[src/rtl/coffee_pkg.sv]
// rtl/coffee_pkg.sv - shared drink codes and order states for the order controller and brewer
package coffee_pkg;

    typedef enum logic [1:0] {
        CF_E = 2'b00,
        CF_L = 2'b01,
        CF_C = 2'b10
    } coffee_t;

    typedef enum logic [2:0] {
        IDLE,
        CREDIT,
        DISPENSE,
        BREW,
        DRAIN
    } order_state_t;

    function automatic logic one_hot3(input logic [2:0] v);
        return (v == 3'b001) || (v == 3'b010) || (v == 3'b100);
    endfunction

endpackage

[src/rtl/coffee_order_ctrl_if.sv]
// rtl/coffee_order_ctrl_if.sv - button, brewer and payment signals of the order controller
interface coffee_order_ctrl_if #(
    parameter int CREDIT_W = 8
);
    import coffee_pkg::*;

    logic                btn_coin;
    logic [2:0]          btn_sel;
    logic                btn_cancel;
    logic                brew_done;
    logic                start;
    coffee_t             coffee_sel;
    logic [CREDIT_W-1:0] credit;
    logic                refund_valid;
    logic [CREDIT_W-1:0] refund_amt;
    logic                coin_reject;
    logic                err_funds;
    logic                busy;

    modport master (
        output btn_coin, btn_sel, btn_cancel, brew_done,
        input  start, coffee_sel, credit, refund_valid, refund_amt,
               coin_reject, err_funds, busy
    );

    modport slave (
        input  btn_coin, btn_sel, btn_cancel, brew_done,
        output start, coffee_sel, credit, refund_valid, refund_amt,
               coin_reject, err_funds, busy
    );

endinterface

[src/rtl/btn_debounce.sv]
// rtl/btn_debounce.sv - two-flop synchronizer, stability counter and rising-edge event pulse
module btn_debounce #(
    parameter int DEBOUNCE_CYCLES = 1_000_000
) (
    input  logic clk,
    input  logic reset,
    input  logic btn_i,
    output logic rise_o
);
    localparam int CNT_W = $clog2(DEBOUNCE_CYCLES + 1);

    logic             sync1_q;
    logic             sync2_q;
    logic             stable_q;
    logic             rise_q;
    logic [CNT_W-1:0] cnt_q;

    // The counter only advances while the synchronized level disagrees with the accepted one.
    always_ff @(posedge clk or posedge reset) begin
        if (reset) begin
            sync1_q  <= 1'b0;
            sync2_q  <= 1'b0;
            stable_q <= 1'b0;
            rise_q   <= 1'b0;
            cnt_q    <= '0;
        end else begin
            sync1_q <= btn_i;
            sync2_q <= sync1_q;
            rise_q  <= 1'b0;
            if (sync2_q == stable_q) begin
                cnt_q <= '0;
            end else if (cnt_q == CNT_W'(DEBOUNCE_CYCLES - 1)) begin
                stable_q <= sync2_q;
                rise_q   <= sync2_q;
                cnt_q    <= '0;
            end else begin
                cnt_q <= cnt_q + 1'b1;
            end
        end
    end

    assign rise_o = rise_q;

endmodule

[src/rtl/coffee_order_ctrl.sv]
// rtl/coffee_order_ctrl.sv - coin/selection front end: credit, price check, brew handshake, refund
module coffee_order_ctrl
    import coffee_pkg::*;
#(
    parameter int DEBOUNCE_CYCLES = 1_000_000,
    parameter int COIN_VALUE      = 5,
    parameter int PRICE_E         = 10,
    parameter int PRICE_L         = 15,
    parameter int PRICE_C         = 20,
    parameter int CREDIT_MAX      = 95,
    parameter int CREDIT_W        = 8,
    parameter int ERR_HOLD_CYCLES = 50_000_000
) (
    input  logic                 clk,
    input  logic                 reset,
    coffee_order_ctrl_if.slave   bus
);
    localparam int ERR_W = $clog2(ERR_HOLD_CYCLES + 1);

    logic [4:0] raw;
    logic [4:0] ev;
    assign raw = {bus.btn_cancel, bus.btn_sel, bus.btn_coin};

    for (genvar g = 0; g < 5; g++) begin : g_deb
        btn_debounce #(.DEBOUNCE_CYCLES(DEBOUNCE_CYCLES)) u_deb (
            .clk    (clk),
            .reset  (reset),
            .btn_i  (raw[g]),
            .rise_o (ev[g])
        );
    end

    logic       coin_ev;
    logic [2:0] sel_ev;
    logic       cancel_ev;
    logic       sel_valid;
    assign coin_ev   = ev[0];
    assign sel_ev    = ev[3:1];
    assign cancel_ev = ev[4];
    assign sel_valid = one_hot3(sel_ev);

    order_state_t        state_q, state_d;
    logic [CREDIT_W-1:0] credit_q, credit_d;
    logic [CREDIT_W-1:0] refund_amt_q, refund_amt_d;
    logic                refund_valid_q, refund_valid_d;
    logic                coin_reject_q, coin_reject_d;
    logic                start_q, start_d;
    coffee_t             sel_q, sel_d;
    logic                err_q, err_d;
    logic [ERR_W-1:0]    err_cnt_q, err_cnt_d;

    logic [CREDIT_W-1:0] price;
    coffee_t             sel_code;
    logic [CREDIT_W:0]   coin_sum;
    logic                err_set;
    logic                err_clr;

    always_comb begin
        price    = CREDIT_W'(PRICE_E);
        sel_code = CF_E;
        if (sel_ev[1]) begin
            price    = CREDIT_W'(PRICE_L);
            sel_code = CF_L;
        end else if (sel_ev[2]) begin
            price    = CREDIT_W'(PRICE_C);
            sel_code = CF_C;
        end
    end

    assign coin_sum = {1'b0, credit_q} + (CREDIT_W + 1)'(COIN_VALUE);

    always_comb begin
        state_d        = state_q;
        credit_d       = credit_q;
        refund_amt_d   = refund_amt_q;
        refund_valid_d = 1'b0;
        coin_reject_d  = 1'b0;
        start_d        = 1'b0;
        sel_d          = sel_q;
        err_set        = 1'b0;
        err_clr        = 1'b0;
        case (state_q)
            IDLE: begin
                if (coin_ev) begin
                    credit_d = CREDIT_W'(COIN_VALUE);
                    err_clr  = 1'b1;
                    state_d  = CREDIT;
                end
            end
            CREDIT: begin
                // Priority: cancel, then a single selection, then coin.
                if (cancel_ev) begin
                    refund_valid_d = 1'b1;
                    refund_amt_d   = credit_q;
                    credit_d       = '0;
                    coin_reject_d  = coin_ev;
                    err_clr        = 1'b1;
                    state_d        = IDLE;
                end else if (sel_valid) begin
                    coin_reject_d = coin_ev;
                    if (price <= credit_q) begin
                        sel_d    = sel_code;
                        credit_d = credit_q - price;
                        start_d  = 1'b1;
                        state_d  = DISPENSE;
                    end else begin
                        err_set = 1'b1;
                    end
                end else if (coin_ev) begin
                    if (coin_sum <= (CREDIT_W + 1)'(CREDIT_MAX)) begin
                        credit_d = coin_sum[CREDIT_W-1:0];
                        err_clr  = 1'b1;
                    end else begin
                        coin_reject_d = 1'b1;
                    end
                end
            end
            DISPENSE: begin
                coin_reject_d = coin_ev;
                if (bus.brew_done) state_d = BREW;
            end
            BREW: begin
                coin_reject_d = coin_ev;
                if (!bus.brew_done) state_d = DRAIN;
            end
            DRAIN: begin
                coin_reject_d = coin_ev;
                if (credit_q != '0) begin
                    refund_valid_d = 1'b1;
                    refund_amt_d   = credit_q;
                end
                credit_d = '0;
                state_d  = IDLE;
            end
            default: state_d = IDLE;
        endcase
    end

    always_comb begin
        err_d     = err_q;
        err_cnt_d = err_cnt_q;
        if (err_set) begin
            err_d     = 1'b1;
            err_cnt_d = ERR_W'(ERR_HOLD_CYCLES - 1);
        end else if (err_clr) begin
            err_d     = 1'b0;
            err_cnt_d = '0;
        end else if (err_q) begin
            if (err_cnt_q == '0) err_d = 1'b0;
            else                 err_cnt_d = err_cnt_q - 1'b1;
        end
    end

    always_ff @(posedge clk or posedge reset) begin
        if (reset) begin
            state_q        <= IDLE;
            credit_q       <= '0;
            refund_amt_q   <= '0;
            refund_valid_q <= 1'b0;
            coin_reject_q  <= 1'b0;
            start_q        <= 1'b0;
            sel_q          <= CF_E;
            err_q          <= 1'b0;
            err_cnt_q      <= '0;
        end else begin
            state_q        <= state_d;
            credit_q       <= credit_d;
            refund_amt_q   <= refund_amt_d;
            refund_valid_q <= refund_valid_d;
            coin_reject_q  <= coin_reject_d;
            start_q        <= start_d;
            sel_q          <= sel_d;
            err_q          <= err_d;
            err_cnt_q      <= err_cnt_d;
        end
    end

    assign bus.start        = start_q;
    assign bus.coffee_sel   = sel_q;
    assign bus.credit       = credit_q;
    assign bus.refund_valid = refund_valid_q;
    assign bus.refund_amt   = refund_amt_q;
    assign bus.coin_reject  = coin_reject_q;
    assign bus.err_funds    = err_q;
    assign bus.busy         = (state_q == DISPENSE) || (state_q == BREW) || (state_q == DRAIN);

endmodule
[src/flat_wrapper.sv]
// flat-port wrapper written by rule: the top's interface ports become plain ports
module coffee_order_ctrl_flat import coffee_pkg::*;
#(
    parameter int DEBOUNCE_CYCLES = 1_000_000,
    parameter int COIN_VALUE      = 5,
    parameter int PRICE_E         = 10,
    parameter int PRICE_L         = 15,
    parameter int PRICE_C         = 20,
    parameter int CREDIT_MAX      = 95,
    parameter int CREDIT_W        = 8,
    parameter int ERR_HOLD_CYCLES = 50_000_000
)
  (clk, reset, bus_btn_coin, bus_btn_sel, bus_btn_cancel, bus_brew_done, bus_start, bus_coffee_sel, bus_credit, bus_refund_valid, bus_refund_amt, bus_coin_reject, bus_err_funds, bus_busy);
  coffee_order_ctrl_if #(.CREDIT_W(CREDIT_W)) bus_i ();
  input  logic clk;
  input  logic reset;
  input wire logic [$bits(bus_i.btn_coin)-1:0] bus_btn_coin;
  input wire logic [$bits(bus_i.btn_sel)-1:0] bus_btn_sel;
  input wire logic [$bits(bus_i.btn_cancel)-1:0] bus_btn_cancel;
  input wire logic [$bits(bus_i.brew_done)-1:0] bus_brew_done;
  output wire logic [$bits(bus_i.start)-1:0] bus_start;
  output wire logic [$bits(bus_i.coffee_sel)-1:0] bus_coffee_sel;
  output wire logic [$bits(bus_i.credit)-1:0] bus_credit;
  output wire logic [$bits(bus_i.refund_valid)-1:0] bus_refund_valid;
  output wire logic [$bits(bus_i.refund_amt)-1:0] bus_refund_amt;
  output wire logic [$bits(bus_i.coin_reject)-1:0] bus_coin_reject;
  output wire logic [$bits(bus_i.err_funds)-1:0] bus_err_funds;
  output wire logic [$bits(bus_i.busy)-1:0] bus_busy;
  assign bus_i.btn_coin = bus_btn_coin;
  assign bus_i.btn_sel = bus_btn_sel;
  assign bus_i.btn_cancel = bus_btn_cancel;
  assign bus_i.brew_done = bus_brew_done;
  assign bus_start = bus_i.start;
  assign bus_coffee_sel = bus_i.coffee_sel;
  assign bus_credit = bus_i.credit;
  assign bus_refund_valid = bus_i.refund_valid;
  assign bus_refund_amt = bus_i.refund_amt;
  assign bus_coin_reject = bus_i.coin_reject;
  assign bus_err_funds = bus_i.err_funds;
  assign bus_busy = bus_i.busy;
  coffee_order_ctrl #(.DEBOUNCE_CYCLES(DEBOUNCE_CYCLES), .COIN_VALUE(COIN_VALUE), .PRICE_E(PRICE_E), .PRICE_L(PRICE_L), .PRICE_C(PRICE_C), .CREDIT_MAX(CREDIT_MAX), .CREDIT_W(CREDIT_W), .ERR_HOLD_CYCLES(ERR_HOLD_CYCLES)) u_core (.clk(clk), .reset(reset), .bus(bus_i));
endmodule
[config.mk]
export PLATFORM = sky130hd
export DESIGN_NAME = coffee_order_ctrl_flat
export DESIGN_NICKNAME = d
export VERILOG_FILES = /design/src/rtl/coffee_pkg.sv /design/src/rtl/coffee_order_ctrl_if.sv /design/src/rtl/btn_debounce.sv /design/src/rtl/coffee_order_ctrl.sv /design/src/flat_wrapper.sv
export SDC_FILE = /design/constraint.sdc
export NUM_CORES = 1
export LEC_CHECK = 0
export CAP_MARGIN = 20
export CORE_AREA = 2 2 141 143
export DETAILED_ROUTE_END_ITERATION = 12
export DIE_AREA = 0 0 143 145
export PLACE_DENSITY_LB_ADDON = 0.2
export SLEW_MARGIN = 20
export SYNTH_ARGS = -nofsm -noshare
export SYNTH_HDL_FRONTEND = slang
export SYNTH_SLANG_ARGS = --single-unit
[constraint.sdc]
create_clock -name clk -period 4.9 [get_ports clk]
set_input_delay 0.735 -clock clk [delete_from_list [all_inputs] [get_ports clk]]
set_output_delay 0.735 -clock clk [all_outputs]
set_load 0.05 [all_outputs]
* After elaboration in Yosys (flattened, before gate mapping)
Cells that the tools add are included.
Operators by class: add/sub/neg operators 8, magnitude comparators 2, equal/unequal tests 28, muxes and demuxes 71, bitwise logic cells 6, reduce and logical (&&, ||, !) cells 21
Operator list (number):
- $mux 20 | 10
- $mux 26 | 4
- $add 20x1->20 const B | 5
- $eq 20x20->1 const B | 5
- $mux 8 | 9
- $mux 1 | 33
- $logic_not 26->1 | 1
- $sub 26x1->26 const B | 1
- $pmux 8 s3 | 1
- $mux 3 | 6
- $pmux 8 s2 | 1
- $pmux 3 s4 | 1
- $reduce_and 2->1 | 6
- $reduce_and 5->1 | 2
- $add 8x3->9 const B | 1
- $eq 3x2->1 const B | 3
- $le 9x7->1 const B | 1
- $le 8x8->1 | 1
- $ne 2x2->1 const B | 4
- $reduce_bool 8->1 | 1
- $sub 8x8->8 | 1
- $eq 3x1->1 const B | 2
- $eq 3x3->1 const B | 2
- $ne 3x2->1 const B | 2
- 17 further kinds | 33
Word-level totals: bits in registers 171, bits of input ports 8, output and inout port bits 23

* Logic depth before layout (Yosys ltp)
word-level depth 9, depth in mapped cells 10

* Modules after synthesis
A second synthesis with hierarchy kept.
Second synthesis, totals: cells, all modules 866, area total of the unflattened synthesis 9086.2 um2
By module, submodules not included:
- btn_debounce | times used 5, cells each 108, area an instance 1188.6 um2, seq. area each 600.6 um2
- coffee_order_ctrl | times used 1, cells each 326, area an instance 3143.0 um2, seq. area each 1276.2 um2

* Least setup slack after synthesis
OpenSTA, ideal clock, no wires.
path type reg-to-reg, start register u_core.credit_q[0], in the netlist u_core.bus.credit[0], end register u_core.err_cnt_q[12], setup time 137 ps, arrival time 3057 ps, setup slack 1706 ps, stages on the path, launching flop included 11, clock period less this slack 3194 ps, cells stage by stage dfrtp_1 inv_1 ha_1 fa_1 nor2b_1 o31a_1 nor3_1 and2_1 a2111oi_2 buf_4 a21oi_1
On the way: longest elaborated chain between the ends 9, elaborated cells between the ends (all ways) 17, those cells by class add/sub (1); order compare (2); eq/ne (1); mux (11); reduce/logical (2)
RTL lines:
- start: declaration | RTL line coffee_order_ctrl.sv:43 | logic [CREDIT_W-1:0] credit_q, credit_d;
- start signal: assignment | RTL line coffee_order_ctrl.sv:167 | credit_q <= credit_d;
- $add 8x3->9 | RTL line coffee_order_ctrl.sv:70 | assign coin_sum = {1'b0, credit_q} + (CREDIT_W + 1)'(COIN_VALUE);
- $le 9x7->1 | RTL line coffee_order_ctrl.sv:110 | if (coin_sum <= (CREDIT_W + 1)'(CREDIT_MAX)) begin
- $mux 1 | RTL line coffee_order_ctrl.sv:110
- $mux 1 | RTL line coffee_order_ctrl.sv:109 | end else if (coin_ev) begin
- $mux 1 | RTL line coffee_order_ctrl.sv:99 | end else if (sel_valid) begin
- $mux 1 | RTL line coffee_order_ctrl.sv:92 | if (cancel_ev) begin
- $pmux 1 s2 | RTL line coffee_order_ctrl.sv:82 | case (state_q)
- $ne 3x1->1 (no source line), or another cell as far along
- $reduce_and 2->1 (no source line) / $mux 26 (equally long branches)
- end signal: assignment | RTL line coffee_order_ctrl.sv:174 | err_cnt_q <= err_cnt_d;
- end: declaration | RTL line coffee_order_ctrl.sv:50 | logic [ERR_W-1:0] err_cnt_q, err_cnt_d;
Parallel ways exist; a longest one is shown, timed or not. A chain may end at the register's enable or synchronous reset.

* Final worst setup path
start register u_core.g_deb[2].u_deb.rise_q, end register u_core.err_cnt_q[18]
On the way: longest elaborated chain between the ends 8, elaborated cells between the ends (all ways) 19, those cells by class order compare (1); eq/ne (4); mux (10); reduce/logical (4)
RTL lines:
- start: declaration | RTL line btn_debounce.sv:15 | logic rise_q;
- start signal: assignment | RTL line btn_debounce.sv:34 | rise_q <= sync2_q;
- $mux 8 * | RTL line coffee_order_ctrl.sv:61 | if (sel_ev[1]) begin
- via u_core.price[4] | RTL line coffee_order_ctrl.sv:52 | logic [CREDIT_W-1:0] price;
- $le 8x8->1 * | RTL line coffee_order_ctrl.sv:101 | if (price <= credit_q) begin
- $mux 1 * | RTL line coffee_order_ctrl.sv:101
- $mux 1 * | RTL line coffee_order_ctrl.sv:99
- $mux 1 * | RTL line coffee_order_ctrl.sv:92
- $mux 1 * | RTL line coffee_order_ctrl.sv:82
- $ne 3x1->1 (no source line) / $reduce_bool 3->1 (equally long branches)
- $reduce_and 2->1 (no source line)
The timed path passes the listed nets; every way through them passes the cells marked *.

==> impl_metrics.json <==
{
  "run_status": "finished, final reports clean",
  "cts.sink_count": 171,
  "unrepaired_setup_endpoints_after_global_routing": "false",
  "clock_insertion_delay_worst_skew_ns": 0.43,
  "async_flop_share_pct": 100,
  "cp_slowest_cell": "nand2_1",
  "timing.critical_path.from_type": "flop",
  "routed_wire_length_per_instance_um": 14.2,
  "core_sq_um": 19200,
  "fin_setup_tns_ns": 0,
  "post-route-util_pct": 50.6,
  "synth-seq-area-share_pct": 50.4,
  "synth_top_area_cell": "dfrtp_1",
  "worst-endpoint-arrival_ns": 3.54,
  "worst_path_largest_cell_delay_ns": 0.52,
  "avgViaCountPerCell": 5.22,
  "cts_root_buf": "clkbuf_16",
  "worst_slew_pin_slew_ns": 1.06,
  "worst-path-max-fanout": 20,
  "count_of_maximum_capacitance_violations": 0,
  "final.fill_count": 1759,
  "synth_edf_count": 0,
  "mappedNetlistNets": 870,
  "kind_of_capture_point_of_the_worst_setup_path": "flop",
  "cts_buffer_depth": 2,
  "r2r_setup_slack_ns": 1.65,
  "floorplan.rows": 51,
  "netlist_top_cells_area": "dfrtp_1, xnor2_1, xor2_1",
  "timing.rr.end": "u_core.err_cnt_q[18]",
  "drt-total-wl_um": 16400,
  "multiInputGateArea_sq_um": 4060,
  "placedInstanceArea_sq_um": 9070,
  "holdBufCountCts": 0,
  "post-route-cell-area_sq_um": 9710,
  "first_iter_violations": 377,
  "globalRoute.totalOverflow": 0,
  "boundary_pins": 31,
  "fp.dieArea_sq_um": 20700,
  "min-delay-start": "u_core.g_deb[2].u_deb.sync1_q",
  "antenna_found_initial": 1,
  "routed-wl-met2_um": 7370,
  "netlist_area_sq_um": 8490,
  "r2r_start": "u_core.g_deb[2].u_deb.rise_o",
  "dieWidth_um": 143,
  "cts-buffers-inserted": 17,
  "post_cts_resized": 0,
  "hold-path-endpoint": "u_core.g_deb[2].u_deb.sync2_q",
  "total_power_w": 0.00291,
  "worst-endpoint-required_ns": 5.18,
  "drive_gt1_share_pct": 7.97,
  "finalSetupViolations": 0,
  "synthesis.area_per_instance_sq_um": 10.0,
  "initial_core_util_pct": 44.2,
  "vdd_drop_max_v": 0.000230,
  "timing.hold.worst_path_depth": 0,
  "route.top_layer_used": "met4",
  "place_ws_ns": 1.60,
  "timing.final.max_slew_violations": 0,
  "critical_path.n_buffers_inverters": 1,
  "cellPowerDensity_nw_per_um2": 300,
  "timing.hold.worst.class": "flop to flop",
  "port-buffer-count": 30,
  "yosys.area.top_type_share_pct": 50.4,
  "ys_ff_latch": 171,
  "max-slew-margin-rel_pct": 29.2,
  "most_common_library_cell_in_the_layout_ignoring_fill_and_taps": "dfrtp_1",
  "ys_types": 59,
  "critical_path_class": "flop to flop",
  "clock_skew_ns": 0.00845,
  "post-route-period-util_pct": 66.4,
  "cells_traversed_along_the_worst_timing_path": "nand2b_1 -> inv_1 -> ha_1 -> and4b_1 -> a31o_2 -> nor3_1 -> nand2_1 -> o221ai_1 -> nor2_1",
  "areaGrowthSynthToFinish_pct": 14.5,
  "grt_use_total_pct": 17.0,
  "grt_pass1_wl_um": 28600,
  "gpl.final_weighted_congestion": 0.830,
  "setup_slack_ns": 1.65,
  "period_minus_slack_ns": 3.25,
  "met3_length_um": 445,
  "drcViolationCount": 0,
  "ff_latch_area_sq_um": 4280,
  "leading_cell_types_in_the_layout_fill_and_taps_excluded": "dfrtp_1, nor2_1, xor2_1, xnor2_1, nand2_1",
  "report.final.hold_viol_count": 0,
  "dr.pass1.iters": 5,
  "place_hpwl_um": 11200,
  "grt_max_degree": 49,
  "cellLeakagePower_nw": 4.26,
  "clk_transition_reported_paths_ns": 0.07,
  "final_antenna_net_count": 0,
  "worst-r2r-cell-count": 9,
  "post_cts.repair.setup_buffers": 0,
  "worst_path_dominant_cell_family": "simple AND/OR/NAND/NOR gates",
  "route.vias.total": 6036,
  "die_height_um": 145,
  "fmax_mhz": 307,
  "dominant_synthesized_flop_cell": "dfrtp_1",
  "via_count_of_the_first_global_routing_pass": 5938,
  "synth_cells": 847,
  "m1WireLength_um": 8310,
  "tritoncts": "yes",
  "h-tree-depth": 4,
  "ys.warnings.count": 0,
  "design.final.nets": 901
}
how the worst max path moves through the flow:
stage / startpoint / end / slack, ns / cells past startpoint
detailed placement: u_core.g_deb[2].u_deb.rise_o / u_core.err_cnt_q[8] / 1.60 / 9
global route: u_core.g_deb[2].u_deb.rise_o / u_core.err_cnt_q[8] / 1.24 / 9
floorplan: u_core.bus.credit[0] / u_core.err_cnt_q[12] / 1.71 / 10
finish: u_core.g_deb[2].u_deb.rise_o / u_core.err_cnt_q[18] / 1.65 / 9
CTS: u_core.g_deb[2].u_deb.rise_o / u_core.err_cnt_q[18] / 1.59 / 9
global placement: u_core.bus.credit[0] / u_core.err_cnt_q[2] / 1.70 / 9
stage by stage:
step / hold slack (ns) / std cells
after floorplan: 0.331 / 847
after global placement: 0.332 / 1123
after detailed placement: 0.335 / 1123
after CTS: 0.349 / 1155
after global routing: 0.356 / 1156
final: 0.347 / 1157
worst reg2reg max path: stages, from the launching register on:
cell and delay (ns):
dfrtp_1 0.46, nand2b_1 0.23, inv_1 0.12, ha_1 0.37, and4b_1 0.22, a31o_2 0.25, nor3_1 0.36, nand2_1 0.52
o221ai_1 0.46, nor2_1 0.12
synthesized netlist by cell type (8+ instances only):
| cell | n |
|---|---|
| o21ai_0 | 23 |
| nand3_1 | 53 |
| nor2_1 | 129 |
| nor4b_1 | 8 |
| ha_1 | 14 |
| mux2_2 | 16 |
| and3_1 | 18 |
| dfrtp_1 | 171 |
| or4_1 | 10 |
| clkbuf_1 | 16 |
| nand4_1 | 10 |
| xnor2_1 | 60 |
| nand2b_1 | 10 |
| nor4_1 | 14 |
| xor2_1 | 60 |
| or3_1 | 14 |
| nand2_1 | 54 |
| a21oi_1 | 30 |
| nor3_1 | 28 |
| inv_1 | 14 |
cells by family (layout without fill, tap and decap cells):
kind of cell,count (synthesis),after routing,share of synthesized area (%)
DFF,171,171,50.4
AOI/OAI and AO/OA,90,90,6.84
and+or+nand+nor,394,394,23.7
adders and majority gates,15,15,2.30
other,0,1,0
xor gates and xnor gates,120,120,12.4
muxes,19,19,2.48
buffers and inverters,38,82,1.92
power breakdown:
part           internal, W  total (W)  switching (W)
registers          0.00143    0.00144      0.0000128
logic            0.0000215  0.0000706      0.0000491
clock network     0.000835    0.00140       0.000570
state kept, by name (all words and copies together) (netlist names):
| register | count |
|---|---|
| u_core.g_deb.u_deb.sync2_q | 5 |
| u_core.err_cnt_q | 26 |
| u_core.g_deb.u_deb.rise_o | 5 |
| u_core.bus.coin_reject | 1 |
| u_core.bus.err_funds | 1 |
| u_core.g_deb.u_deb.stable_q | 5 |
| u_core.g_deb.u_deb.cnt_q | 100 |
| u_core.bus.refund_amt | 8 |
| u_core.bus.coffee_sel | 2 |
| u_core.g_deb.u_deb.sync1_q | 5 |
| u_core.bus.start | 1 |
| u_core.state_q | 3 |
| u_core.bus.refund_valid | 1 |
| u_core.bus.credit | 8 |
per-layer routing:
metal / vias up / GRT usage [%]
met3: 23 / 3.96
met5: - / 0
met2: 76 / 25.4
li1: 3016 / -
met4: 0 / 5.99
met1: 2921 / 24.0
final cells by class:
| cell class | instances | area share (%) |
|---|---|---|
| well taps | 265 | 3.41 |
| multi-input cells | 638 | 41.8 |
| clock buffers | 20 | 4.70 |
| diodes | 1 | 0.0258 |
| inverters | 14 | 0.580 |
| clock inverters | 12 | 1.65 |
| flip-flops and latches | 171 | 44.0 |
| repair buffers | 36 | 3.81 |
Power figures use the tool's default switching activity.
